--- src/rtl/stream_mux_pkg.sv ---
// Shared types and constants for the stream_mux_n channel multiplexer.
package stream_mux_pkg;

   typedef enum logic {
      IDLE   = 1'b0,
      LOCKED = 1'b1
   } state_t;

   localparam logic MODE_FIXED = 1'b0;
   localparam logic MODE_RR    = 1'b1;

endpackage

--- src/rtl/stream_mux_n_rr_pick.sv ---
// rr_pick: combinational round-robin search. Returns the first valid channel
// scanning ptr+1, ptr+2, ... modulo N.
module rr_pick
   import stream_mux_pkg::*;
#(
   parameter int unsigned N  = 4,
   parameter int unsigned SW = $clog2(N)
) (
   input  logic [N-1:0]  valid,
   input  logic [SW-1:0] ptr,
   output logic          found,
   output logic [SW-1:0] index
);

   logic [2*N-1:0] dbl;
   logic [N-1:0]   rot;

   // Rotate the valid vector so bit 0 is channel ptr+1, then take the lowest set bit.
   always_comb begin
      dbl   = {valid, valid};
      rot   = N'(dbl >> (32'(ptr) + 32'd1));
      found = 1'b0;
      index = '0;
      for (int unsigned i = 0; i < N; i++) begin
         if (!found && rot[i]) begin
            found = 1'b1;
            index = SW'((32'(ptr) + 32'd1 + i) % N);
         end
      end
   end

endmodule

--- src/rtl/stream_mux_n.sv ---
// stream_mux_n: N-input packet-locked stream multiplexer with a registered
// output stage. Define STREAM_MUX_RR_EN to compile in round-robin mode;
// without it the block always uses the fixed select and ignores mode.
module stream_mux_n
   import stream_mux_pkg::*;
#(
   parameter int unsigned N  = 4,
   parameter int unsigned W  = 8,
   parameter int unsigned SW = $clog2(N)
) (
   input  logic           clk,
   input  logic           rst_n,
   input  logic [N*W-1:0] in_data,
   input  logic [N-1:0]   in_valid,
   input  logic [N-1:0]   in_last,
   output logic [N-1:0]   in_ready,
   input  logic [SW-1:0]  sel,
   input  logic           mode,
   output logic [W-1:0]   out_data,
   output logic           out_valid,
   output logic           out_last,
   output logic [SW-1:0]  out_chan,
   input  logic           out_ready
);

   state_t        state_q, state_d;
   logic [SW-1:0] grant_q, grant_d;
   logic          out_free;
   logic          fix_found;
   logic          cand_found;
   logic [SW-1:0] cand_idx;
   logic          take;
   logic          take_last;
   logic [W-1:0]  take_data;

   // Fixed-select candidate: sel must name an existing channel that is valid.
   always_comb begin
      fix_found = 1'b0;
      for (int k = 0; k < N; k++) begin
         if (SW'(k) == sel && in_valid[k]) fix_found = 1'b1;
      end
   end

`ifdef STREAM_MUX_RR_EN
   logic [SW-1:0] ptr_q;
   logic          rr_found;
   logic [SW-1:0] rr_idx;

   rr_pick #(.N(N), .SW(SW)) u_rr_pick (
      .valid (in_valid),
      .ptr   (ptr_q),
      .found (rr_found),
      .index (rr_idx)
   );

   // Candidate choice; mode only matters while IDLE since it only feeds the grant.
   always_comb begin
      if (mode == MODE_RR) begin
         cand_found = rr_found;
         cand_idx   = rr_idx;
      end else begin
         cand_found = fix_found;
         cand_idx   = sel;
      end
   end

   // Round-robin pointer follows every grant; reset makes channel 0 first.
   always_ff @(posedge clk or negedge rst_n) begin
      if (!rst_n) begin
         ptr_q <= SW'(N - 1);
      end else if (state_q == IDLE && cand_found) begin
         ptr_q <= cand_idx;
      end
   end
`else
   logic unused_mode;
   assign unused_mode = mode;

   // Candidate choice: fixed select only.
   always_comb begin
      cand_found = fix_found;
      cand_idx   = sel;
   end
`endif

   // Controller state register.
   always_ff @(posedge clk or negedge rst_n) begin
      if (!rst_n) begin
         state_q <= IDLE;
         grant_q <= '0;
      end else begin
         state_q <= state_d;
         grant_q <= grant_d;
      end
   end

   // Next state and per-channel ready; a granted channel is ready whenever the output slot frees.
   always_comb begin
      state_d  = state_q;
      grant_d  = grant_q;
      in_ready = '0;
      out_free = !out_valid || out_ready;
      unique case (state_q)
         IDLE: begin
            if (cand_found) begin
               state_d = LOCKED;
               grant_d = cand_idx;
            end
         end
         LOCKED: begin
            for (int k = 0; k < N; k++) begin
               if (SW'(k) == grant_q) begin
                  in_ready[k] = out_free;
                  if (out_free && in_valid[k] && in_last[k]) state_d = IDLE;
               end
            end
         end
         default: state_d = IDLE;
      endcase
   end

   // Select the accepted beat from the granted channel.
   always_comb begin
      take      = 1'b0;
      take_last = 1'b0;
      take_data = '0;
      for (int k = 0; k < N; k++) begin
         if (in_ready[k] && in_valid[k]) begin
            take      = 1'b1;
            take_last = in_last[k];
            take_data = in_data[k*W +: W];
         end
      end
   end

   // Output register: load on acceptance, hold under backpressure, drain on handshake.
   always_ff @(posedge clk or negedge rst_n) begin
      if (!rst_n) begin
         out_valid <= 1'b0;
         out_last  <= 1'b0;
         out_data  <= '0;
         out_chan  <= '0;
      end else if (take) begin
         out_valid <= 1'b1;
         out_last  <= take_last;
         out_data  <= take_data;
         out_chan  <= grant_q;
      end else if (out_ready) begin
         out_valid <= 1'b0;
      end
   end

endmodule

--- config.mk ---
export PLATFORM = sky130hd
export DESIGN_NAME = stream_mux_n
export DESIGN_NICKNAME = d
export VERILOG_FILES = /design/src/rtl/stream_mux_pkg.sv /design/src/rtl/stream_mux_n_rr_pick.sv /design/src/rtl/stream_mux_n.sv
export SDC_FILE = /design/constraint.sdc
export NUM_CORES = 1
export LEC_CHECK = 0
export CAP_MARGIN = 20
export CELL_PAD_IN_SITES_DETAIL_PLACEMENT = 0
export CELL_PAD_IN_SITES_GLOBAL_PLACEMENT = 1
export CORE_UTILIZATION = 23
export DETAILED_ROUTE_END_ITERATION = 10
export PLACE_DENSITY = 0.82
export SLEW_MARGIN = 5
export SYNTH_ARGS = -nofsm -noshare
export SYNTH_HDL_FRONTEND = slang
export SYNTH_SLANG_ARGS = --single-unit
--- constraint.sdc ---
create_clock -name clk -period 1.4 [get_ports clk]
set_clock_uncertainty 0.15 [all_clocks]
set_input_delay 0.28 -clock clk [delete_from_list [all_inputs] [get_ports clk]]
set_output_delay 0.28 -clock clk [all_outputs]
set_load 0.05 [all_outputs]
* Word-level counts from Yosys, hierarchy flattened
Cells that the tools add are included. W data, S select, Z words.
Word-level totals: register bits after elaboration 15, input bits 46, output and inout port bits 16, logic and storage cells 68
Operators by class: equal/unequal tests 6, multiplexer cells 33, bitwise operators 1, reduce and logical (&&, ||, !) cells 22
Operators with widths (count):
- $mux W8 | 4
- $mux W1 | 27
- $logic_and A1 B1 Y1 | 16
- $eq A2 B2 Y1 const A | 4
- $eq A1 B2 Y1 const A | 2
- $logic_not A2 Y1 | 2
- $mux W4 | 1
- $pmux W1 S2 | 1
- $reduce_and A2 Y1 | 1
- $reduce_bool A2 Y1 | 1
- $logic_not A1 Y1 | 1
- $logic_or A1 B1 Y1 | 1
- $not A1 Y1 | 1

* Depth between registers and ports, before layout
depth in word-level cells 13, mapped depth 7, depth with buffers taken out 4

* Least setup slack after synthesis
OpenSTA, ideal clock, no wires.
path type reg-to-output, start reg out_valid, end out in_ready[1], arrival time 2.196 ns, slack -1.226 ns, stages on the path, launching flop included 4, buffers on the path 1, path through dfrtp_1 and2b_1 buf_2 nor3b_1
Between the ends: longest elaborated chain between the ends 4
Ends and longest elaborated chain:
- start, declared | line stream_mux_n.sv:20 | output logic out_valid,
- start signal, assigned | line stream_mux_n.sv:139 | out_valid <= 1'b0;
- start signal, assigned | line stream_mux_n.sv:144 | out_valid <= 1'b1;
- start signal, assigned | line stream_mux_n.sv:149 | out_valid <= 1'b0;
- $logic_not A1 Y1 | line stream_mux_n.sv:102 | out_free = !out_valid || out_ready;
- $logic_or A1 B1 Y1 | line stream_mux_n.sv:102
- $mux W1 | line stream_mux_n.sv:112 | if (SW'(k) == grant_q) begin
- $mux W4 | line stream_mux_n.sv:103 | unique case (state_q)
- end, declared | line stream_mux_n.sv:16 | output logic [N-1:0] in_ready,
No other way between the ends.

* Final worst setup path
Ends and elaborated chain as after synthesis.

==> results.txt <==
status = finished, violations left
failing checks = negative setup slack
Hold Crit Class = in2async
GR Overflow Total = 0
Tot GR Track Use = 18.5%
largest net degree at the start of global routing = 16
post-synthesis sequential area ratio = 37.0%
DRC viols = 0
Die W = 68.4 µm
Register Area = 379 µm²
global routing usage on met3 = 4.00%
Detailed Route WL = 3950 µm
Syn Std Cell Area = 0.00101 mm²
area grow syn2layout = 138%
Post-synth EDFFs = 0
Final Hold Fails = 0
Psw = 2.29 mW
pre-CTS setup slack = -0.719 ns
top fanout value on the critical path = 6
final setup fails = 16
final number of max-transition violations = 0
delay of the slowest critical-path stage = 0.40 ns
final worst path period share = 127%
CTS tree = done
relative slew slack = 59.3%
share of layout cells above drive strength 1 = 51.5%
Fillers = 326
Max Cap Viol = 0
top cells by count, synth = dfrtp_1 (15), nand2_1 (12), nor4b_1 (11)
count of cell types in the netlist = 35
total power = 5.10 mW
Final Net Count = 243
top-area cell type share of the netlist area = 37.0%
DP HPWL = 2830 µm
Crit. End Element = primary output
total core area = 0.00412 mm²
Top delay family on crit path = flip-flops
Req. time, crit path = 0.97 ns
Combinational Power Share = 75.0%
Root Buffer = clkbuf_8
Port Buffer Count = 60
Highest Clock Rate = 564 MHz
hold_buf cts = 0
synthesized flop and latch total = 15
worst setup slack after layout = -0.372 ns
initial antenna violation count = 0
RSZ-0062 raised after global routing = yes
Static Leakage = 0.990 nW
Final TNS setup = -4.31 ns
Cell Area, Placed = 0.00203 mm²
number of global-route vias before repair = 1320
Internal Power = 2.81 mW
# IOs = 62
WHS = 0.211 ns
asr flop ratio synth = 100%
Synth area leaders = dfrtp_1 (37%), nor4b_1 (9.5%), a2111oi_0 (5.2%), nand2_1 (4.4%), o21ai_1 (3.9%)
multi-input logic area = 860 µm²
worst slew pin tran = 0.607 ns
syn_nets = 155
clk_lat worst skew = 0.25 ns
PwrDens = 2110 mW/mm²
via count = 1246
Finished Core Util = 58.6%
GRT busiest layer = met2
Cells after DPL = 234
DR iter-0 viols = 49
initial core utilization = 24.7%
WP buf/inv = 2
VDD IR max = 0.00130 V
sequential power share = 17.9%
most frequent cell after synthesis = dfrtp_1
clock share of power = 7.1%
first-pass GRT wire length = 6340 µm
first-pass iteration count of the detailed router = 4
Post-synth top flop = dfrtp_1
Startpoint Class = flop
switching share of total power = 44.9%
H-tree levels = 1
syn_area_per_cell = 9.31 µm²
Bufs on Longest Clock Path = 2
Cell Chain, Critical Path = and2b_4 > buf_6 > nor3b_4 > buf_12
Post-Synthesis Cells = 109
routed vias/inst = 5.07
wire per inst = 16.1 µm
die area = 0.00468 mm²
worst path arrival time = 1.34 ns
number of diodes = 0
Setup CP Type = reg2out
# rows = 23
M2 GR Usage = 33.9%
fin crit period = 1.77 ns
synthesis warning total = 0
Antenna Nets Post-Route = 0
Inserted Clock Buffers = 3
CTS clk-pin slew, worst paths = 0.07 ns
fin area = 0.00241 mm²
clock sinks = 15
area leader, netlist = dfrtp_1
slowest stage cell on the critical path = dfrtp_2
fin cells = 246
RePlAce Congestion = 0.743
Die H = 68.4 µm
met1 usage in global routing = 21.1%
cells in the final DEF (no fill, tap or decap), drive strengths merged, types with 2 or more instances in the layout:
cell type and count:
a22oi 2, nor3 6, a221oi 2, o21ai 9, dfrtp 15, nor4 2, clkdlybuf4s50 37, clkbuf 8
buf 47, a2111oi 6, nand3 3, nand2b 3, nor4b 12, mux2i 3, nor2 10, nand2 13
worst reg2reg max path: cells and delay by family (launching register included):
| kind | cells | cell delay (ns) |
|---|---|---|
| simple gates | 2 | 0.74 |
| buf+inv | 1 | 0.23 |
| compound gates | 2 | 0.17 |
| flops | 1 | 0.40 |
per-layer routing:
| metal | part of all wire (%) | up-vias |
|---|---|---|
| met2 | 51 | 51 |
| li1 | - | 592 |
| met5 | 0 | - |
| met3 | 7.5 | 6 |
| met4 | 1.1 | 0 |
| met1 | 40 | 597 |
path summary, 6_finish.rpt:
kind                               end  depth (start not counted)  slack (ns)   startpoint
hold / removal             out_data[6]                          2        0.21        rst_n
setup / recovery           in_ready[1]                          4       -0.37    out_valid
max in group asynchronous   grant_q[0]                          2        0.69        rst_n
hold reg to reg            out_data[3]                          2        0.40  out_data[3]
min in group clk            grant_q[0]                          2        0.21       sel[0]
setup reg to reg           out_data[6]                          5       -0.36    out_valid
power by group through the flow:
| stage | Sequential, mW | Clock, mW | Combinational [mW] |
|---|---|---|---|
| after global placement | 0.889 | 0 | 3.09 |
| after CTS | 0.913 | 0.368 | 3.77 |
| after floorplan | 1.35 | 0 | 1.19 |
| after global routing | 0.943 | 0.387 | 4.03 |
| after detailed placement | 0.899 | 0 | 3.14 |
| final | 0.912 | 0.361 | 3.82 |
final cells by class:
class / instances / share of cell area, %
tap: 50 / 2.59
clock buffer: 3 / 1.71
multi-input combinational: 86 / 35.6
sequential: 15 / 15.7
timing repair buffer: 91 / 44.1
clock inverter: 1 / 0.207
logic make-up after synthesis:
logic type / after synthesis / share of synthesized area (%)
and+or+nand+nor: 55 / 32.3
AOI/OAI and AO/OA: 26 / 18.7
buffers and inverters: 8 / 5.67
muxes: 5 / 6.29
DFF: 15 / 37.0
state kept, by name, indices dropped and copies added, names as in the netlist:
| signal | flops |
|---|---|
| out_last | 1 |
| out_valid | 1 |
| grant_q | 2 |
| out_data | 8 |
| state_q | 1 |
| out_chan | 2 |
timing repair:
item,4_1_cts,5_1_grt
endpoints found under the setup margin,19,19
resized for setup,55,16
buffers inserted,7,1
pin swaps,16,3
gates cloned,1,0
Note: power is estimated with default switching activity, not from simulation.
